[src/rtl/calc_sequencer.sv]
// Calculator controller: debounced entry key, A/B operand entry, and a
// digit-serial signed BCD add/subtract producing D = A +/- B for the display block.
module calc_sequencer #(
  parameter int DEBOUNCE_CYCLES = 250000
) (
  input  logic       clk,
  input  logic       reset_n,
  input  logic       key_n,
  input  logic [9:0] sw_value,
  input  logic       sw_neg,
  input  logic       op_sub,
  output logic [9:0] A,
  output logic [9:0] B,
  output logic       negativeA,
  output logic       negativeB,
  output logic [9:0] D,
  output logic       negativeD,
  output logic       overflow,
  output logic       show_result,
  output logic       busy
);

  localparam int CW = (DEBOUNCE_CYCLES > 1) ? $clog2(DEBOUNCE_CYCLES) : 1;
  localparam logic [CW-1:0] CNT_LAST = CW'(DEBOUNCE_CYCLES - 1);

  typedef enum logic [2:0] {
    S_ENTER_A, S_ENTER_B, S_CMP, S_D0, S_D1, S_D2, S_SHOW
  } state_t;

  state_t state_reg, state_next;

  logic          sync1_reg, sync2_reg, key_level_reg, press_reg;
  logic [CW-1:0] db_cnt_reg;

  logic [9:0] a_reg, b_reg, x_reg, y_reg, d_reg;
  logic       neg_a_reg, neg_b_reg, sub_op_reg, sub_mode_reg, sign_reg;
  logic       invalid_reg, carry_reg, neg_d_reg, ovf_reg;
  logic [7:0] res_reg;

  // Key level is held as key_n polarity (1 = released); press fires on the accepted 1->0 change.
  always_ff @(posedge clk or negedge reset_n) begin
    if (!reset_n) begin
      sync1_reg     <= 1'b1;
      sync2_reg     <= 1'b1;
      key_level_reg <= 1'b1;
      db_cnt_reg    <= '0;
      press_reg     <= 1'b0;
    end else begin
      sync1_reg <= key_n;
      sync2_reg <= sync1_reg;
      press_reg <= 1'b0;
      if (sync2_reg == key_level_reg) begin
        db_cnt_reg <= '0;
      end else if (db_cnt_reg == CNT_LAST) begin
        key_level_reg <= sync2_reg;
        db_cnt_reg    <= '0;
        press_reg     <= ~sync2_reg;
      end else begin
        db_cnt_reg <= db_cnt_reg + 1'b1;
      end
    end
  end

  logic [3:0] x_digits [3];
  logic [3:0] y_digits [3];
  logic [1:0] bad_digit;

  genvar gi;
  generate
    for (gi = 0; gi < 3; gi++) begin : gen_digit
      if (gi < 2) begin : gen_bcd
        assign x_digits[gi] = x_reg[4*gi +: 4];
        assign y_digits[gi] = y_reg[4*gi +: 4];
        assign bad_digit[gi] = (a_reg[4*gi +: 4] > 4'd9) | (b_reg[4*gi +: 4] > 4'd9);
      end else begin : gen_hundreds
        assign x_digits[gi] = {2'b00, x_reg[9:8]};
        assign y_digits[gi] = {2'b00, y_reg[9:8]};
      end
    end
  endgenerate

  logic [3:0] xd, yd, dig;
  logic [4:0] sum, diff;
  logic       cout;

  always_comb begin
    xd = x_digits[0];
    yd = y_digits[0];
    case (state_reg)
      S_D1: begin xd = x_digits[1]; yd = y_digits[1]; end
      S_D2: begin xd = x_digits[2]; yd = y_digits[2]; end
      default: ;
    endcase
    sum  = {1'b0, xd} + {1'b0, yd} + {4'b0, carry_reg};
    diff = {1'b0, xd} - {1'b0, yd} - {4'b0, carry_reg};
    dig  = sum[3:0];
    cout = 1'b0;
    if (sub_mode_reg) begin
      // Borrow when the digit difference goes negative; wrap by adding ten.
      cout = diff[4];
      dig  = diff[4] ? diff[3:0] + 4'd10 : diff[3:0];
    end else if (sum > 5'd9) begin
      cout = 1'b1;
      dig  = sum[3:0] + 4'd6;
    end
  end

  always_comb begin
    state_next = state_reg;
    case (state_reg)
      S_ENTER_A: if (press_reg) state_next = S_ENTER_B;
      S_ENTER_B: if (press_reg) state_next = S_CMP;
      S_CMP:     state_next = S_D0;
      S_D0:      state_next = S_D1;
      S_D1:      state_next = S_D2;
      S_D2:      state_next = S_SHOW;
      S_SHOW:    if (press_reg) state_next = S_ENTER_A;
      default:   state_next = S_ENTER_A;
    endcase
  end

  always_ff @(posedge clk or negedge reset_n) begin
    if (!reset_n) state_reg <= S_ENTER_A;
    else          state_reg <= state_next;
  end

  logic [9:0] d_full;
  logic       eff_b;
  assign d_full = {dig[1:0], res_reg};
  assign eff_b  = neg_b_reg ^ sub_op_reg;

  always_ff @(posedge clk or negedge reset_n) begin
    if (!reset_n) begin
      a_reg <= '0; b_reg <= '0; x_reg <= '0; y_reg <= '0; d_reg <= '0; res_reg <= '0;
      neg_a_reg <= 1'b0; neg_b_reg <= 1'b0; sub_op_reg <= 1'b0; sub_mode_reg <= 1'b0;
      sign_reg <= 1'b0; invalid_reg <= 1'b0; carry_reg <= 1'b0;
      neg_d_reg <= 1'b0; ovf_reg <= 1'b0;
    end else begin
      case (state_reg)
        S_ENTER_A: begin
          a_reg     <= sw_value;
          neg_a_reg <= sw_neg;
        end
        S_ENTER_B: begin
          b_reg     <= sw_value;
          neg_b_reg <= sw_neg;
          if (press_reg) sub_op_reg <= op_sub;
        end
        S_CMP: begin
          carry_reg   <= 1'b0;
          invalid_reg <= |bad_digit;
          res_reg     <= '0;
          // Digit-wise BCD ordering matches plain unsigned ordering of the packed code.
          if (neg_a_reg == eff_b) begin
            sub_mode_reg <= 1'b0; x_reg <= a_reg; y_reg <= b_reg; sign_reg <= neg_a_reg;
          end else if (b_reg > a_reg) begin
            sub_mode_reg <= 1'b1; x_reg <= b_reg; y_reg <= a_reg; sign_reg <= eff_b;
          end else begin
            sub_mode_reg <= 1'b1; x_reg <= a_reg; y_reg <= b_reg; sign_reg <= neg_a_reg;
          end
        end
        S_D0: begin
          res_reg[3:0] <= dig;
          carry_reg    <= cout;
        end
        S_D1: begin
          res_reg[7:4] <= dig;
          carry_reg    <= cout;
        end
        S_D2: begin
          if (invalid_reg || cout || (dig > 4'd3)) begin
            d_reg <= '0; neg_d_reg <= 1'b0; ovf_reg <= 1'b1;
          end else begin
            d_reg     <= d_full;
            neg_d_reg <= sign_reg & (d_full != 10'd0);
            ovf_reg   <= 1'b0;
          end
        end
        S_SHOW: begin
          if (press_reg) begin
            d_reg <= '0; neg_d_reg <= 1'b0; ovf_reg <= 1'b0;
          end
        end
        default: ;
      endcase
    end
  end

  assign A           = a_reg;
  assign B           = b_reg;
  assign negativeA   = neg_a_reg;
  assign negativeB   = neg_b_reg;
  assign D           = d_reg;
  assign negativeD   = neg_d_reg;
  assign overflow    = ovf_reg;
  assign show_result = (state_reg == S_SHOW);
  assign busy        = (state_reg == S_CMP) || (state_reg == S_D0) ||
                       (state_reg == S_D1) || (state_reg == S_D2);

endmodule

[config.mk]
export PLATFORM = sky130hd
export DESIGN_NAME = calc_sequencer
export DESIGN_NICKNAME = d
export VERILOG_FILES = /design/src/rtl/calc_sequencer.sv
export SDC_FILE = /design/constraint.sdc
export NUM_CORES = 1
export LEC_CHECK = 0
export ABC_AREA = 1
export ABC_CLOCK_PERIOD_IN_PS = 6000
export BUFFER_PORTS_ARGS = -buffer_cell sky130_fd_sc_hd__buf_2
export CAP_MARGIN = 30
export CORE_ASPECT_RATIO = 1.75
export CORE_UTILIZATION = 60
export CTS_CLUSTER_DIAMETER = 120
export CTS_CLUSTER_SIZE = 20
export DETAILED_ROUTE_END_ITERATION = 8
export PLACE_DENSITY = 0.89
export SLEW_MARGIN = 20
export SYNTH_ARGS = -nofsm -noshare
export SYNTH_HDL_FRONTEND = slang
export SYNTH_SLANG_ARGS = --single-unit
[constraint.sdc]
create_clock -name clk -period 6 [get_ports clk]
set_clock_uncertainty 0.2 [all_clocks]
set_input_delay 0.3 -clock clk [delete_from_list [all_inputs] [get_ports clk]]
set_output_delay 0.3 -clock clk [all_outputs]
set_load 0.05 [all_outputs]
==> impl_metrics.csv <==
group,metric,value,unit
placed_design,weighted_congestion_reported_at_the_end_of_routability_driven_placement,0.9811,
placed_design,place_worst_setup_slack,2.271,ns
global_routing,grt-ovfl-total,0,
global_routing,grtUsageMet2,54.98,%
sta,hold_viol,0,
placed_design,post-place-cells,732,
cells_and_area,layout.cells.most_common,"nand2_1",
critical_path,critical_path.startpoint_type,"flop",
global_routing,grt_antenna_before_repair,0,
pwr,power.density_cell_area,232.1,nW/µm²
sta,timing_max_transition_violations_final,0,
flow_run,cap_viol_max_count,0,
pwr,seqPwrFrac,48.1,%
cells_and_area,fillerInstances,584,
pwr,switching_share,22.96,%
cells_and_area,flow.area_growth_from_synthesis,14.80,%
sta,final.setup.worst_slack,2.095,ns
global_routing,globalRouteMet1Util,33.17,%
pwr,share_clk_of_total_power,46.6,%
critical_path,crit_top_cell,"nand2_1",
global_routing,grt_busiest_layer,"met2",
sta,period_minus_slack,3.905,ns
drt,drc,12,
critical_path,worstPathArrival,3.97,ns
global_routing,global_route.usage.total,30.17,%
cells_and_area,final_cells,758,
logic_synthesis,synth.ff_latch_count,92,
logic_synthesis,yosys.cell_types.count,43,
floorplan,die_width,70.63,µm
critical_path,critPathKind,"flop to flop",
logic_synthesis,mappedNetlistArea,4945,µm²
sta,timing.fmax,0.2561,GHz
min_path,timing.hold.worst.class,"input port to flop",
drt,drt_iter0_drc,395,
critical_path,required,6.06,ns
cells_and_area,final-seq-area,2306,µm²
cells_and_area,flip_flop_count_of_the_largest_register_all_copies_and_words_added,18,
floorplan,floorplan.initialDensity,62.10,%
global_routing,first_pass_grt_wire_length,19.88,mm
logic_synthesis,synth_nets,645,
critical_path,sort_of_element_at_the_end_of_the_critical_path,"flop",
clock_tree,cts_setup_buffers,0,
placed_design,place.detailed.hpwl,8.262,mm
pwr,pwr-share-comb,5.4,%
logic_synthesis,post_synth_inst_count,606,
floorplan,floorplan.rows,43,
pwr,power_leakage,2.875,nW
logic_synthesis,yosysWarningCount,0,
drt,vias_per_std_cell,5.780,
critical_path,regToRegSetupSlack,2.10,ns
sta,setup_total_negative_slack,0,ns
cells_and_area,drive_gt1_share,14.52,%
drt,detail_route.first_pass.iterations,7,
sta,timing.final.setup_violations,0,
floorplan,dieHeight,122.1,µm
pwr,vdd.ir_drop.worst,189.3,µV
logic_synthesis,syn-mean-instance-area,8.160,µm²
clock_tree,cts_resized,0,
pwr,power.internal,0.001015,W
floorplan,fp.dieArea,8623,µm²
clock_tree,tritoncts,"built",
drt,post_drt_wl_per_cell,15.98,µm
critical_path,path_cells,"nand4_1 -> nand3_2 -> nand2_1 -> nand2_1 -> inv_1 -> ha_1 -> inv_1 -> nand2_1 -> fa_1 -> or2_2 -> nand2_1 -> a21o_1 -> nand2_1 -> o21bai_1 -> nand3_1 -> nand3_1 -> nand2_1 -> nor2_2 -> nand2_2 -> o21ai_0",
clock_tree,ctsHoldBuffers,10,
drt,detail_route.wirelength,12.12,mm
global_routing,gr-usage-met3,5.376,%
status,failing_checks,"DRC",
critical_path,maximum_fanout_along_the_worst_path,13,
global_routing,number_of_global_route_vias_before_repair,4297,
cells_and_area,fin_nets,702,
placed_design,input_output_buffers,50,
clock_tree,cts.htree.levels,3,
sta,finalCritPeriodShare,65.08,%
pwr,power.switching,0.0003025,W
cells_and_area,antenna-diode-count,0,
floorplan,core,7963,µm²
sta,worst_slew_margin_rel,43.37,%
status,outcome,"finished with violations",
clock_tree,clk_transition_reported_paths,0.07,ns
drt,ant_nets,0,
sta,unrepaired_setup_endpoints_after_global_routing,"false",
cells_and_area,highest_count_cells_in_the_layout_ignoring_fill_and_taps,"nand2_1 (117), inv_1 (90), dfrtp_1 (89), o21ai_0 (72), buf_2 (49)",
sta,worst-slew-pin-transition,0.8474,ns
critical_path,critical_path.max_stage_delay,0.60,ns
clock_tree,tritoncts_num_sinks,92,
global_routing,grt_max_degree,54,
cells_and_area,multi_input_combinational_cell_area,2222,µm²
clock_tree,numCtsBuffers,9,
floorplan,design.portCount,51,
clock_tree,clk_path_buf_depth,2,
logic_synthesis,seq_area_frac_synth,46.63,%
clock_tree,clockRootBuffer,"clkbuf_16",
critical_path,cp_slowest_cell,"dfrtp_1",
clock_tree,clkLatencyLatePin,0.35,ns
pwr,p_total,0.001317,W
drt,detailroute.via_count,4381,
[layer usage]
layer | share of wire [%] | vias up
met3 | 5.2 | 42
met1 | 37 | 2070
met5 | 0 | -
li1 | - | 2082
met2 | 54 | 187
met4 | 3.2 | 0
[through the flow]
stage	instance area, µm²	util, %	hold slack, ns
global route	5677	71.29	0.008313
global placement	5261	66.07	0.1020
CTS	5677	71.29	0.006751
finish	5677	71.29	0.006387
floorplan	4945	-	-0.1956
detailed placement	5261	66.07	0.1060
[cell families after synthesis]
kind of cell / synth area share (%)
AOI/OAI and AO/OA: 15.33
xor gates and xnor gates: 2.303
muxes: 0.2024
and+or+nand+nor: 20.62
buffers and inverters: 8.527
DFF: 46.63
adders and majority gates: 6.376
[critical path, delay by kind of cell, from the launching register on]
kind,cells,cell delay [ns]
simple gates,13,1.81
flops,1,0.60
fa+ha+maj,2,0.55
compound gates,3,0.54
buf+inv,2,0.10
[power by group through the flow]
stage | Sequential [W] | Clock, W | Combinational [W]
6_report | 0.000633 | 0.000613 | 0.0000706
5_1_grt | 0.000633 | 0.000638 | 0.0000783
4_1_cts | 0.000633 | 0.000615 | 0.0000711
3_5_place_dp | 0.000644 | 0 | 0.0000649
3_3_place_gp | 0.000644 | 0 | 0.0000632
2_1_floorplan | 0.000656 | 0 | 0.0000226
[cell type report]
type	instances	area share [%]
Inverter	92	6.083
Tap cell	90	1.984
Timing Repair Buffer	63	6.612
Multi-Input combinational cell	405	39.14
Clock inverter	5	1.455
Clock buffer	11	4.100
Sequential cell	92	40.62
[synth_stat cells, drive strengths merged]
master  instances  area (µm²)
and3b           1       8.760
o21bai          1       7.510
nand3b          1       7.510
ha             22       275.3
nor3b           2       15.01
o211ai          1       7.510
clkbuf         12       45.04
nand3          25       140.1
mux2i           1       10.01
xor2            8       70.07
o221ai          1       8.760
o21ai          81       439.2
and3            1       6.260
dfrtp          89        2227
nand2         123       476.7
a21o            1       7.510
nand4           6       37.54
clkinv          1       3.750
buf             5       31.28
o31ai           1       7.510
o22ai           6       37.54
a31oi           4       25.02
fa              2       40.04
nor4            7       58.81
or2             3       18.77
o21a            1       7.510
inv            91       341.6
xnor2           5       43.79
nor3           11       55.05
dfstp           3       78.83
a21oi          37       185.2
nor2           50       195.2
a211oi          1       7.510
a22o            2       17.52
[path summary, 6_finish.rpt]
path | depth (start not counted) | start | endpoint
max | 20 | state_reg[2] | D[0]
min | 3 | sw_value[1] | B[1]
max reg2reg | 20 | state_reg[2] | D[0]
min reg2reg | 0 | sync1_reg | sync2_reg
max in group asynchronous | 3 | reset_n | sign_reg
min in group asynchronous | 2 | reset_n | invalid_reg
(Power assumes the default switching activity.)
